File: src/rtl/rtc_bcd_settable_if.sv
// ---------------------------------------------------------------------------
// rtc_bcd_settable_if
// Bundles the control, load, alarm and time-display signals of
// rtc_bcd_settable. The clock and reset are plain ports on the RTC itself.
//   master : SoC / register-block side. Drives run, mode12, load, ld_*,
//            alarm_set, al_*, alarm_ack. Reads hr, min, sec, pm, sec_tick,
//            alarm, load_err.
//   slave  : RTC side, with the opposite directions.
// ---------------------------------------------------------------------------
interface rtc_bcd_settable_if;
    logic       run;
    logic       mode12;
    logic       load;
    logic [7:0] ld_hr;
    logic [7:0] ld_min;
    logic [7:0] ld_sec;
    logic       alarm_set;
    logic [7:0] al_hr;
    logic [7:0] al_min;
    logic       alarm_ack;
    logic [7:0] hr;
    logic [7:0] min;
    logic [7:0] sec;
    logic       pm;
    logic       sec_tick;
    logic       alarm;
    logic       load_err;

    modport master (
        output run, mode12, load, ld_hr, ld_min, ld_sec,
        output alarm_set, al_hr, al_min, alarm_ack,
        input  hr, min, sec, pm, sec_tick, alarm, load_err
    );

    modport slave (
        input  run, mode12, load, ld_hr, ld_min, ld_sec,
        input  alarm_set, al_hr, al_min, alarm_ack,
        output hr, min, sec, pm, sec_tick, alarm, load_err
    );
endinterface

File: src/rtl/rtc_bcd_settable.sv
// ---------------------------------------------------------------------------
// rtc_bcd_settable
// BCD real-time clock (hh:mm:ss, 24-hour internal) advanced by a prescaler
// running in the hundred_clk domain. Supports run/stop, range-checked time
// load, 12/24-hour display and an hh:mm alarm with a sticky flag.
// Parameters:
//   TICKS_PER_SEC : hundred_clk cycles per second (2..1023)
//   ALARM_EN      : 0 removes the alarm logic (alarm tied low)
// Ports:
//   hundred_clk   : clock, rising edge
//   rst           : asynchronous active-high reset
//   bus (slave)   : control/load/alarm inputs and time/flag outputs
// ---------------------------------------------------------------------------
module rtc_bcd_settable #(
    parameter int TICKS_PER_SEC = 100,
    parameter int ALARM_EN      = 1
) (
    input logic               hundred_clk,
    input logic               rst,
    rtc_bcd_settable_if.slave bus
);

    localparam int            PW         = (TICKS_PER_SEC > 2) ? $clog2(TICKS_PER_SEC) : 1;
    localparam logic [PW-1:0] PRESC_LAST = PW'(TICKS_PER_SEC - 1);
    localparam logic          AL_ON      = (ALARM_EN != 0);

    // True when both nibbles are decimal digits and the value does not exceed lim.
    function automatic logic bcd_ok(input logic [7:0] v, input logic [7:0] lim);
        return (v[7:4] <= 4'd9) && (v[3:0] <= 4'd9) && (v <= lim);
    endfunction

    // BCD increment that wraps to 00 once lim has been reached.
    function automatic logic [7:0] bcd_inc(input logic [7:0] v, input logic [7:0] lim);
        logic [7:0] r;
        if (v == lim) begin
            r = 8'h00;
        end else if (v[3:0] == 4'h9) begin
            r = {v[7:4] + 4'h1, 4'h0};
        end else begin
            r = {v[7:4], v[3:0] + 4'h1};
        end
        return r;
    endfunction

    // 24-hour BCD hour to 12-hour BCD display value.
    function automatic logic [7:0] hr_to_12(input logic [7:0] h);
        logic [7:0] r;
        case (h)
            8'h00:   r = 8'h12;
            8'h13:   r = 8'h01;
            8'h14:   r = 8'h02;
            8'h15:   r = 8'h03;
            8'h16:   r = 8'h04;
            8'h17:   r = 8'h05;
            8'h18:   r = 8'h06;
            8'h19:   r = 8'h07;
            8'h20:   r = 8'h08;
            8'h21:   r = 8'h09;
            8'h22:   r = 8'h10;
            8'h23:   r = 8'h11;
            default: r = h;
        endcase
        return r;
    endfunction

    logic [PW-1:0] presc_r, presc_nxt_s;
    logic [7:0]    hr_r, min_r, sec_r;
    logic [7:0]    hr_nxt_s, min_nxt_s, sec_nxt_s;
    logic [7:0]    hr_inc_s, min_inc_s, sec_inc_s;
    logic [7:0]    al_hr_r, al_min_r, al_hr_nxt_s, al_min_nxt_s;
    logic          armed_r, alarm_r, load_err_r, sec_tick_r;
    logic          armed_nxt_s, alarm_nxt_s, load_err_nxt_s;
    logic          wrap_s, adv_s, ld_ok_s, al_req_s, al_ok_s, fire_s;

    // Next-state logic: prescaler, time carry chain, load/alarm validation, flags.
    always_comb begin
        wrap_s  = bus.run && (presc_r == PRESC_LAST);
        // A load request, valid or not, consumes the cycle; a coincident wrap is dropped.
        adv_s   = wrap_s && !bus.load;
        ld_ok_s = bcd_ok(bus.ld_hr, 8'h23) && bcd_ok(bus.ld_min, 8'h59)
                  && bcd_ok(bus.ld_sec, 8'h59);
        al_req_s = AL_ON && bus.alarm_set;
        al_ok_s  = bcd_ok(bus.al_hr, 8'h23) && bcd_ok(bus.al_min, 8'h59);

        sec_inc_s = bcd_inc(sec_r, 8'h59);
        min_inc_s = (sec_r == 8'h59) ? bcd_inc(min_r, 8'h59) : min_r;
        hr_inc_s  = ((sec_r == 8'h59) && (min_r == 8'h59)) ? bcd_inc(hr_r, 8'h23) : hr_r;

        // Fires only on a real advance into hh:mm:00, never on a load.
        fire_s = AL_ON && adv_s && armed_r && (sec_inc_s == 8'h00)
                 && (min_inc_s == al_min_r) && (hr_inc_s == al_hr_r);

        presc_nxt_s = presc_r;
        hr_nxt_s    = hr_r;
        min_nxt_s   = min_r;
        sec_nxt_s   = sec_r;
        if (bus.load) begin
            if (ld_ok_s) begin
                presc_nxt_s = '0;
                hr_nxt_s    = bus.ld_hr;
                min_nxt_s   = bus.ld_min;
                sec_nxt_s   = bus.ld_sec;
            end else begin
                presc_nxt_s = presc_r;
            end
        end else if (bus.run) begin
            if (wrap_s) begin
                presc_nxt_s = '0;
                hr_nxt_s    = hr_inc_s;
                min_nxt_s   = min_inc_s;
                sec_nxt_s   = sec_inc_s;
            end else begin
                presc_nxt_s = presc_r + PW'(1);
            end
        end else begin
            presc_nxt_s = presc_r;
        end

        al_hr_nxt_s  = al_hr_r;
        al_min_nxt_s = al_min_r;
        armed_nxt_s  = armed_r;
        if (al_req_s) begin
            armed_nxt_s = al_ok_s;
            if (al_ok_s) begin
                al_hr_nxt_s  = bus.al_hr;
                al_min_nxt_s = bus.al_min;
            end else begin
                al_hr_nxt_s  = al_hr_r;
            end
        end else begin
            armed_nxt_s = armed_r;
        end

        if (bus.load || al_req_s) begin
            load_err_nxt_s = (bus.load && !ld_ok_s) || (al_req_s && !al_ok_s);
        end else begin
            load_err_nxt_s = load_err_r;
        end

        // Fire takes precedence over a same-cycle acknowledge.
        if (fire_s) begin
            alarm_nxt_s = 1'b1;
        end else if (bus.alarm_ack) begin
            alarm_nxt_s = 1'b0;
        end else begin
            alarm_nxt_s = alarm_r;
        end
    end

    // State registers with asynchronous reset.
    always_ff @(posedge hundred_clk or posedge rst) begin
        if (rst) begin
            presc_r    <= '0;
            hr_r       <= 8'h00;
            min_r      <= 8'h00;
            sec_r      <= 8'h00;
            al_hr_r    <= 8'h00;
            al_min_r   <= 8'h00;
            armed_r    <= 1'b0;
            alarm_r    <= 1'b0;
            load_err_r <= 1'b0;
            sec_tick_r <= 1'b0;
        end else begin
            presc_r    <= presc_nxt_s;
            hr_r       <= hr_nxt_s;
            min_r      <= min_nxt_s;
            sec_r      <= sec_nxt_s;
            al_hr_r    <= al_hr_nxt_s;
            al_min_r   <= al_min_nxt_s;
            armed_r    <= armed_nxt_s;
            alarm_r    <= alarm_nxt_s;
            load_err_r <= load_err_nxt_s;
            sec_tick_r <= adv_s;
        end
    end

    assign bus.hr       = bus.mode12 ? hr_to_12(hr_r) : hr_r;
    assign bus.min      = min_r;
    assign bus.sec      = sec_r;
    assign bus.pm       = bus.mode12 && (hr_r >= 8'h12);
    assign bus.sec_tick = sec_tick_r;
    assign bus.alarm    = alarm_r;
    assign bus.load_err = load_err_r;

endmodule

File: src/flat_wrapper.sv
// flat-port wrapper written by rule: the top's interface ports become plain ports
module rtc_bcd_settable_flat 
#(
    parameter int TICKS_PER_SEC = 100,
    parameter int ALARM_EN      = 1
)
  (hundred_clk, rst, bus_run, bus_mode12, bus_load, bus_ld_hr, bus_ld_min, bus_ld_sec, bus_alarm_set, bus_al_hr, bus_al_min, bus_alarm_ack, bus_hr, bus_min, bus_sec, bus_pm, bus_sec_tick, bus_alarm, bus_load_err);
  rtc_bcd_settable_if bus_i ();
  input logic hundred_clk;
  input logic rst;
  input wire logic [$bits(bus_i.run)-1:0] bus_run;
  input wire logic [$bits(bus_i.mode12)-1:0] bus_mode12;
  input wire logic [$bits(bus_i.load)-1:0] bus_load;
  input wire logic [$bits(bus_i.ld_hr)-1:0] bus_ld_hr;
  input wire logic [$bits(bus_i.ld_min)-1:0] bus_ld_min;
  input wire logic [$bits(bus_i.ld_sec)-1:0] bus_ld_sec;
  input wire logic [$bits(bus_i.alarm_set)-1:0] bus_alarm_set;
  input wire logic [$bits(bus_i.al_hr)-1:0] bus_al_hr;
  input wire logic [$bits(bus_i.al_min)-1:0] bus_al_min;
  input wire logic [$bits(bus_i.alarm_ack)-1:0] bus_alarm_ack;
  output wire logic [$bits(bus_i.hr)-1:0] bus_hr;
  output wire logic [$bits(bus_i.min)-1:0] bus_min;
  output wire logic [$bits(bus_i.sec)-1:0] bus_sec;
  output wire logic [$bits(bus_i.pm)-1:0] bus_pm;
  output wire logic [$bits(bus_i.sec_tick)-1:0] bus_sec_tick;
  output wire logic [$bits(bus_i.alarm)-1:0] bus_alarm;
  output wire logic [$bits(bus_i.load_err)-1:0] bus_load_err;
  assign bus_i.run = bus_run;
  assign bus_i.mode12 = bus_mode12;
  assign bus_i.load = bus_load;
  assign bus_i.ld_hr = bus_ld_hr;
  assign bus_i.ld_min = bus_ld_min;
  assign bus_i.ld_sec = bus_ld_sec;
  assign bus_i.alarm_set = bus_alarm_set;
  assign bus_i.al_hr = bus_al_hr;
  assign bus_i.al_min = bus_al_min;
  assign bus_i.alarm_ack = bus_alarm_ack;
  assign bus_hr = bus_i.hr;
  assign bus_min = bus_i.min;
  assign bus_sec = bus_i.sec;
  assign bus_pm = bus_i.pm;
  assign bus_sec_tick = bus_i.sec_tick;
  assign bus_alarm = bus_i.alarm;
  assign bus_load_err = bus_i.load_err;
  rtc_bcd_settable #(.TICKS_PER_SEC(TICKS_PER_SEC), .ALARM_EN(ALARM_EN)) u_core (.hundred_clk(hundred_clk), .rst(rst), .bus(bus_i));
endmodule
File: config.mk
export PLATFORM = sky130hd
export DESIGN_NAME = rtc_bcd_settable_flat
export DESIGN_NICKNAME = d
export VERILOG_FILES = /design/src/rtl/rtc_bcd_settable_if.sv /design/src/rtl/rtc_bcd_settable.sv /design/src/flat_wrapper.sv
export SDC_FILE = /design/constraint.sdc
export NUM_CORES = 1
export LEC_CHECK = 0
export CORE_MARGIN = 2
export CORE_UTILIZATION = 25
export CTS_CLUSTER_DIAMETER = 50
export DETAILED_ROUTE_END_ITERATION = 10
export HOLD_SLACK_MARGIN = 0.15
export PLACE_DENSITY = 0.43
export SKIP_LAST_GASP = 1
export SLEW_MARGIN = 20
export SYNTH_ARGS = -nofsm -noshare
export SYNTH_HDL_FRONTEND = slang
export SYNTH_SLANG_ARGS = --single-unit
File: constraint.sdc
create_clock -name hundred_clk -period 3.7 [get_ports hundred_clk]
set_input_delay 0.74 -clock hundred_clk [delete_from_list [all_inputs] [get_ports hundred_clk]]
set_output_delay 0.74 -clock hundred_clk [all_outputs]
set_load 0.01 [all_outputs]
After elaboration in Yosys (flattened, before gate mapping)
Index checks and enable logic that the tools add are counted.
{"block": "word_totals", "reg_bits": 51, "in_bits": 47, "out_inout_bits": 28, "wordCells": 117}
{"block": "op_classes", "add_sub_neg": 7, "magnitude_cmp": 16, "n_eq_ne": 20, "muxes": 28, "n_reduce_logical": 36}
{"cell": "8-bit two-way mux", "n": 21}
{"cell": "8-bit case mux with 12 select lines", "n": 1}
{"cell": "8-bit by 5-bit equality test with 1-bit output, second input constant", "n": 7}
{"cell": "4-bit <= comparator, second input constant", "n": 10}
{"cell": "8-bit by 6-bit equality test with 1-bit output, second input constant", "n": 4}
{"cell": "7-bit two-way mux", "n": 4}
{"cell": "4-bit by 1-bit adder with 4-bit output, second input constant", "n": 6}
{"cell": "8-bit by 7-bit <= comparator with 1-bit output, second input constant", "n": 3}
{"cell": "1-bit logical AND", "n": 23}
{"cell": "8-bit by 7-bit equality test with 1-bit output, second input constant", "n": 2}
{"cell": "8-bit equality test", "n": 2}
{"cell": "8-bit by 6-bit <= comparator with 1-bit output, second input constant", "n": 2}
{"cell": "8-bit logical NOT", "n": 2}
{"cell": "4-bit equality test, second input constant", "n": 3}
{"cell": "8-bit by 5-bit greater-or-equal comparator with 1-bit output, second input constant", "n": 1}
{"cell": "7-bit by 1-bit adder with 7-bit output, second input constant", "n": 1}
{"cell": "7-bit equality test, second input constant", "n": 1}
{"cell": "2-bit nonzero test", "n": 3}
{"cell": "2-bit AND reduction", "n": 2}
{"cell": "1-bit logical NOT", "n": 3}
{"cell": "3-bit AND reduction", "n": 1}
{"cell": "1-bit logical OR", "n": 2}
{"cell": "1-bit two-way mux", "n": 2}
{"cell": "2-bit by 1-bit != test with 1-bit output, second input constant", "n": 1}

Depth between registers and ports, before layout
Gate-level depths: netlist of run 1.
{"block": "logic_depth", "word_depth": 8, "ltp_mapped": 11}

Worst setup path after synthesis of run 1
OpenSTA, ideal clock, no wires.
{"block": "synth_path", "kind": "register -> register", "startpoint": "register u_core.min_r[0] (netlist: u_core.bus.min[0])", "endpoint": "register u_core.alarm_r (netlist: u_core.bus.alarm)", "setup_ps": 95, "arrival_ps": 2778, "path_slack_ps": 826, "stages_incl_launch_ff": 11, "synth_period_minus_slack_ps": 2874, "path_cell_list": "dfrtp_1 -> ha_1 -> and3b_1 -> buf_6 -> and4_1 -> buf_6 -> nand2_4 -> mux2_4 -> or4_1 -> or4_1 -> o32ai_2"}
{"block": "synth_between", "elab_chain_len": 8, "elab_cells_between_ends": 14, "classes_between": "1 x add/sub; 4 x eq/ne; 5 x mux; 4 x reduce/logical"}
{"item": "start, declared", "line": "rtc_bcd_settable.sv:67", "rtl": "logic [7:0] hr_r, min_r, sec_r;"}
{"item": "start signal, assigned", "line": "rtc_bcd_settable.sv:166", "rtl": "min_r <= min_nxt_s;"}
{"item": "4-bit by 1-bit adder with 4-bit output or 4-bit equality test (tied branches)", "line": "rtc_bcd_settable.sv:40, rtc_bcd_settable.sv:37"}
{"item": "8-bit two-way mux", "line": "rtc_bcd_settable.sv:37", "rtl": "end else if (v[3:0] == 4'h9) begin"}
{"item": "8-bit two-way mux", "line": "rtc_bcd_settable.sv:35", "rtl": "if (v == lim) begin"}
{"item": "8-bit two-way mux", "line": "rtc_bcd_settable.sv:86", "rtl": "min_inc_s = (sec_r == 8'h59) ? bcd_inc(min_r, 8'h59) : min_r;"}
{"item": "8-bit equality test", "line": "rtc_bcd_settable.sv:91", "rtl": "&& (min_inc_s == al_min_r) && (hr_inc_s == al_hr_r);"}
{"item": "1-bit logical AND", "line": "rtc_bcd_settable.sv:91"}
{"item": "1-bit logical AND (*)", "line": "rtc_bcd_settable.sv:91"}
{"item": "1-bit two-way mux or 2-bit nonzero test (tied branches)"}
{"item": "end signal, assigned", "line": "rtc_bcd_settable.sv:171", "rtl": "alarm_r <= alarm_nxt_s;"}
{"item": "end, declared", "line": "rtc_bcd_settable.sv:71", "rtl": "logic armed_r, alarm_r, load_err_r, sec_tick_r;"}
Mark *: on every way between the ends. The rest lies on a longest branch, timed or not.
A chain may end at the register's enable or synchronous reset.

Worst setup path in the final report of run 1
{"block": "layout_path", "startpoint": "register u_core.hr_r[4]", "endpoint": "output bus_hr[2]"}
{"block": "layout_between", "elab_chain_len": 3, "elab_cells_between_ends": 14, "classes_between": "11 x eq/ne; 2 x mux; 1 x reduce/logical"}
{"item": "start, declared", "line": "rtc_bcd_settable.sv:67"}
{"item": "start signal, assigned", "line": "rtc_bcd_settable.sv:165", "rtl": "hr_r <= hr_nxt_s;"}
{"item": "8-bit by 6-bit equality test with 1-bit output (tied with other cells)", "line": "rtc_bcd_settable.sv:48", "rtl": "case (h)"}
{"item": "8-bit case mux with 12 select lines (*)", "line": "rtc_bcd_settable.sv:48"}
{"item": "8-bit two-way mux (*)", "line": "rtc_bcd_settable.sv:177", "rtl": "assign bus.hr = bus.mode12 ? hr_to_12(hr_r) : hr_r;"}
{"item": "end, declared", "line": "flat_wrapper.sv:21", "rtl": "output wire logic [$bits(bus_i.hr)-1:0] bus_hr;"}
Marked as above.

==> results.json, run 1 <==
{
  "status": "finished, final reports clean",
  "drive_gt1_frac": 0.0953,
  "max_cap_viol_count": 0,
  "rsz0062_at_grt": "no",
  "synth_area_um2": 3740,
  "antenna_found_initial": 0,
  "initial_core_util": 0.257,
  "clock-sinks": 51,
  "whs_path_depth": 1,
  "wirelength_um": 12500,
  "vias": 3706,
  "dr.pass1.iters": 4,
  "synthCells": 443,
  "synth_largest_area_cell": "dfrtp_1",
  "grt_pass1_wl_um": 20200,
  "crit_type": "reg -> out",
  "seq_power_share": 0.454,
  "setup_violations": 0,
  "h-tree-depth": 2,
  "critPathRequiredTime_ns": 2.96,
  "whs_ns": 0.495,
  "dieWidth_um": 126,
  "relSlewSlack": 0.503,
  "irDropWorstVdd_uv": 164,
  "dieArea_um2": 16000,
  "placed_area_um2": 4690,
  "synth-seq-cells": 51,
  "pwr-share-comb": 0.249,
  "place_congestion": 0.821,
  "crit_path_max_fanout": 6,
  "drt_drc_violations_left": 0,
  "max_freq_mhz": 289,
  "p_sw_mw": 0.480,
  "r2r_cells": 9,
  "tritoncts": "done",
  "dp.cells": 690,
  "layout_min_cycle_time_ns": 3.46,
  "grtUsageTotal": 0.158,
  "clk_pin_slew_ns": 0.07,
  "leakagePower_nw": 1.96,
  "num_rows": 44,
  "root_buffer": "clkbuf_16",
  "grt_max_degree": 52,
  "ys_seq_area_frac": 0.341,
  "setup_tns_ns": 0,
  "cp-end-kind": "primary output",
  "area_growth_pct": 29.2,
  "die-height_um": 126,
  "grt_pass1_vias": 3651,
  "synth-warning-count": 0,
  "gr-total-overflow": 0,
  "fin_skew_ns": 0.00394,
  "cp_cell_sequence": "inv_1, ha_1, nand2b_1, nor4_2, a31oi_1, a21oi_1, o21ai_0, nand2_1, o41ai_1, clkdlybuf4s50_1",
  "synth_nets": 503,
  "cts_buffers": 5,
  "hp-class": "reg -> reg",
  "synth_most_common_cell": "dfrtp_1",
  "cts_buffer_depth": 2,
  "min_period_over_period": 0.934,
  "worstMarginPinSlew_ns": 0.746,
  "synthTopCellsByArea": "dfrtp_1 34%, o21ai_0 6.4%, ha_1 4.3%",
  "synth_common_cells": "51 x dfrtp_1, 48 x o21ai_0, 39 x nand2_1, 32 x nor2_1, 28 x a21oi_1",
  "diodes": 0,
  "internal_power_mw": 1.07,
  "coreArea_um2": 14600,
  "final_cells": 698,
  "drt_iter0_drc": 300,
  "power_frac_clock": 0.297,
  "p_total_mw": 1.55,
  "hold_viol": 0,
  "ant_nets": 0,
  "pin_count": 75,
  "portBuffers": 74,
  "synth_top_area_share": 0.341,
  "wl_per_cell_um": 17.9,
  "critPathLaunchType": "flop",
  "synth-edff-count": 0,
  "nets": 573,
  "async_reset_ff_frac": 1.00,
  "critPathSlowestCell": "clkdlybuf4s50_1",
  "synth.avg_cell_area_um2": 8.45,
  "dp_hpwl_um": 9610,
  "synth_flop_cell": "dfrtp_1",
  "viasPerCell": 5.31,
  "stdcell_area_um2": 4840,
  "slew_viol_final": 0,
  "crit_arrival_ns": 2.72,
  "clk_latency_ns": 0.29,
  "synth_cell_types": 65,
  "p_sw_frac": 0.310,
  "cp_slowest_stage_delay_ns": 0.50,
  "power_density_nw_per_um2": 321
}
==> power groups by stage <==
stage               Sequential, mW  Clock, mW  Combinational (mW)
finish                       0.704      0.461               0.386
global route                 0.717      0.501               0.429
CTS                          0.703      0.477               0.389
detailed placement           0.714          0               0.387
global placement             0.712          0               0.386
floorplan                    0.678          0               0.239
==> area by class of cell <==
type	count	area [um2]
clock buffer	6	129
clock inverter	2	12.5
fill	1477	9750
inverter	17	63.8
multi-input combinational	349	2270
sequential	51	1280
tap	184	230
timing repair buffer	89	853
==> metal layers <==
layer,vias to the layer above,global-route usage,wire length [um],part of all wire
met3,9,0.0224,554,0.044
met2,84,0.257,5780,0.46
li1,1782,-,-,-
met4,0,0.0394,184,0.015
met1,1831,0.221,5970,0.48
met5,-,0,0,0
==> sequential cells by signal (all words and copies together) (netlist names) <==
signal,count
u_core.al_hr_r,8
u_core.al_min_r,8
u_core.armed_r,1
u_core.bus.alarm,1
u_core.bus.load_err,1
u_core.bus.min,8
u_core.bus.sec,8
u_core.bus.sec_tick,1
u_core.hr_r,8
u_core.presc_r,7
==> layout by cell type (no fill, tap or decap), types with 7 or more instances in the layout <==
cell type        Yosys  final
a211oi_1             7      7
a21oi_1             28     28
a22oi_1              7      7
a31oi_1             12     12
buf_4                3     15
clkdlybuf4s50_1      0     74
dfrtp_1             51     51
ha_1                13     13
inv_1               17     16
mux2_2              13     13
nand2_1             39     39
nand3_1             13     13
nor2_1              32     32
nor2b_1              8      8
nor3_1              10      9
nor4_1               8      7
o21ai_0             48     48
o22ai_1             10     10
xor2_1               7      7
==> critical path: cells and delay by family (launching register included) <==
kind                     cells  cell delay (ns)
AO/OA/AOI/OAI                4             0.70
adder cells (fa/ha/maj)      1             0.20
buffers and inverters        2             0.66
flip-flops                   1             0.38
AND/OR/NAND/NOR              3             0.50
==> final timing paths <==
check | start | endpoint | slack (ns)
worst max-delay path | u_core.hr_r[4] | bus_hr[2] | 0.24
max in group asynchronous | rst | u_core.al_hr_r[0] | 2.30
min in group asynchronous | rst | u_core.presc_r[0] | 0.94
worst max register to register | u_core.bus.min[5] | u_core.bus.alarm | 0.33
worst min register to register | u_core.presc_r[6] | u_core.presc_r[6] | 0.49
worst min-delay path | u_core.presc_r[6] | u_core.presc_r[6] | 0.49
==> stage by stage <==
stage	utilization	worst slack, ns
5_1_grt	0.331	0.0560
6_report	0.331	0.244
2_1_floorplan	-	0.826
3_5_place_dp	0.321	0.375
3_3_place_gp	0.321	0.468
4_1_cts	0.331	0.135
==> kinds of logic after synthesis <==
| family | synth area share |
|---|---|
| buf+inv | 0.0552 |
| flops | 0.341 |
| fa+ha+maj | 0.0435 |
| simple gates | 0.229 |
| mux | 0.0565 |
| xor+xnor | 0.0304 |
| compound gates | 0.244 |
==> repair_timing <==
action / 4_1_cts / 5_1_grt
hold buffers: 0 / 0
buffers inserted: 0 / 0
resized for setup: 0 / 1
endpoints found under the setup margin: 0 / 3
(Power assumes the default switching activity.)
==> run 2: changes to the inputs <==
- CORE_MARGIN: 2 -> default
- GPL_ROUTABILITY_DRIVEN: default -> 0
==> run 2 against run 1 <==
Against the previous run: final cell count fell by 0.14%; critical path type unchanged; critical endpoint is now bus_hr[1]; register-to-register slack improved by 0.05 ns; worst setup slack improved by 0.040 ns; routed wire length fell by 1.2%; count of clock-buffer cells in the layout did not move; largest power group unchanged.
==> results.json, run 2 (synthesized netlist as in run 1, its figures left out) <==
{
  "diodes": 0,
  "irDropWorstVdd_uv": 149,
  "crit_type": "reg -> out",
  "slew_viol_final": 0,
  "relSlewSlack": 0.490,
  "cp-end-kind": "primary output",
  "setup_violations": 0,
  "hp-class": "reg -> reg",
  "coreArea_um2": 14600,
  "cp_cell_sequence": "inv_1, ha_1, nand2b_1, nor4_1, a31oi_1, a21oi_2, nor2_1, a31oi_1, clkdlybuf4s50_1",
  "num_rows": 44,
  "fin_skew_ns": 0.00442,
  "min_period_over_period": 0.923,
  "dr.pass1.iters": 4,
  "dp_hpwl_um": 9540,
  "portBuffers": 74,
  "cts_setup_buffers": 0,
  "initial_core_util": 0.257,
  "setup_tns_ns": 0,
  "max_cap_viol_count": 0,
  "critPathLaunchType": "flop",
  "dieWidth_um": 124,
  "h-tree-depth": 2,
  "drive_gt1_frac": 0.0936,
  "pin_count": 75,
  "grt_pass1_wl_um": 20200,
  "cp_slowest_stage_delay_ns": 0.55,
  "hold_viol": 0,
  "layout_min_cycle_time_ns": 3.42,
  "p_total_mw": 1.56,
  "clock-sinks": 51,
  "grtUsageTotal": 0.165,
  "wl_per_cell_um": 17.7,
  "area_growth_pct": 29.0,
  "final_cell_mix": "74 x clkdlybuf4s50_1, 51 x dfrtp_1, 48 x o21ai_0",
  "crit_top_cell": "a31oi_1",
  "final_common_cell": "clkdlybuf4s50_1",
  "clk_latency_ns": 0.30,
  "critPathRequiredTime_ns": 2.96,
  "tritoncts": "done",
  "dieArea_um2": 15500,
  "critPathSlowestCell": "clkdlybuf4s50_1",
  "vias": 3679,
  "dp.cells": 689,
  "cts_buffers": 5,
  "ant_nets": 0,
  "clk_pin_slew_ns": 0.07,
  "viasPerCell": 5.28,
  "cts_buffer_depth": 2,
  "antenna_found_initial": 0,
  "wirelength_um": 12300,
  "drt_iter0_drc": 152,
  "final_cells": 697,
  "crit_arrival_ns": 2.68,
  "grt_pass1_vias": 3734,
  "r2r_setup_slack_ns": 0.38,
  "die-height_um": 124,
  "rsz0062_at_grt": "no",
  "leakagePower_nw": 1.95,
  "drt_drc_violations_left": 0,
  "nets": 572,
  "grt_max_degree": 52,
  "max_freq_mhz": 293,
  "status": "finished, final reports clean",
  "root_buffer": "clkbuf_16",
  "stdcell_area_um2": 4830,
  "worstMarginPinSlew_ns": 0.766,
  "gr-total-overflow": 0,
  "placed_area_um2": 4680,
  "power_density_nw_per_um2": 323,
  "crit_path_max_fanout": 6
}
-- run 2: cell count changes in the layout (fill, tap and decap cells not counted), sizes merged --
cell,previous run,this run
buf,15,14
-- run 2: what timing repair did --
action,CTS,global route
setup endpoints to repair,0,3
hold buffers,0,0
resized for setup,0,1
-- run 2: cell type report --
cell class / count / area [um2]
fillers: 1530 / 9760
multi-input cells: 349 / 2270
flip-flops and latches: 51 / 1280
repair buffers: 88 / 846
well taps: 184 / 230
clock buffers: 6 / 129
inverters: 17 / 63.8
clock inverters: 2 / 12.5
-- run 2: worst paths after layout --
check / depth (start not counted) / startpoint / end
max in group asynchronous: 3 / rst / u_core.hr_r[1]
min in group asynchronous: 3 / rst / u_core.presc_r[0]
setup reg to reg: 8 / u_core.bus.min[4] / u_core.bus.alarm
setup / recovery: 9 / u_core.hr_r[4] / bus_hr[1]
hold / removal: 1 / u_core.presc_r[6] / u_core.presc_r[6]
hold reg to reg: 1 / u_core.presc_r[6] / u_core.presc_r[6]
-- run 2: power by group --
group / switching [mW] / internal [mW] / leakage [nW]
combinational: 0.182 / 0.203 / 1.23
sequential: 0.0872 / 0.616 / 0.653
clock: 0.223 / 0.251 / 0.0669
total: 0.491 / 1.07 / 1.95
-- run 2: per-layer routing --
layer / routed length, um / track usage / up-vias
li1: - / - / 1786
met1: 5880 / 0.224 / 1799
met3: 532 / 0.0352 / 13
met5: 0 / 0 / -
met4: 290 / 0.0609 / 0
met2: 5640 / 0.258 / 81
-- run 2: through the flow --
stage               hold slack [ns]  utilization  setup slack [ns]
finish                        0.500        0.331             0.284
global route                  0.520        0.331            0.0985
CTS                           0.504        0.331             0.213
detailed placement            0.495        0.321             0.403
global placement              0.481        0.321             0.458
floorplan                     0.449            -             0.826
-- run 2: worst max-delay path: cells and delay by family (launching register included) --
family          cells  cell delay, ns
simple gates        3            0.54
buf+inv             2            0.70
flops               1            0.37
compound gates      3            0.57
fa+ha+maj           1            0.19
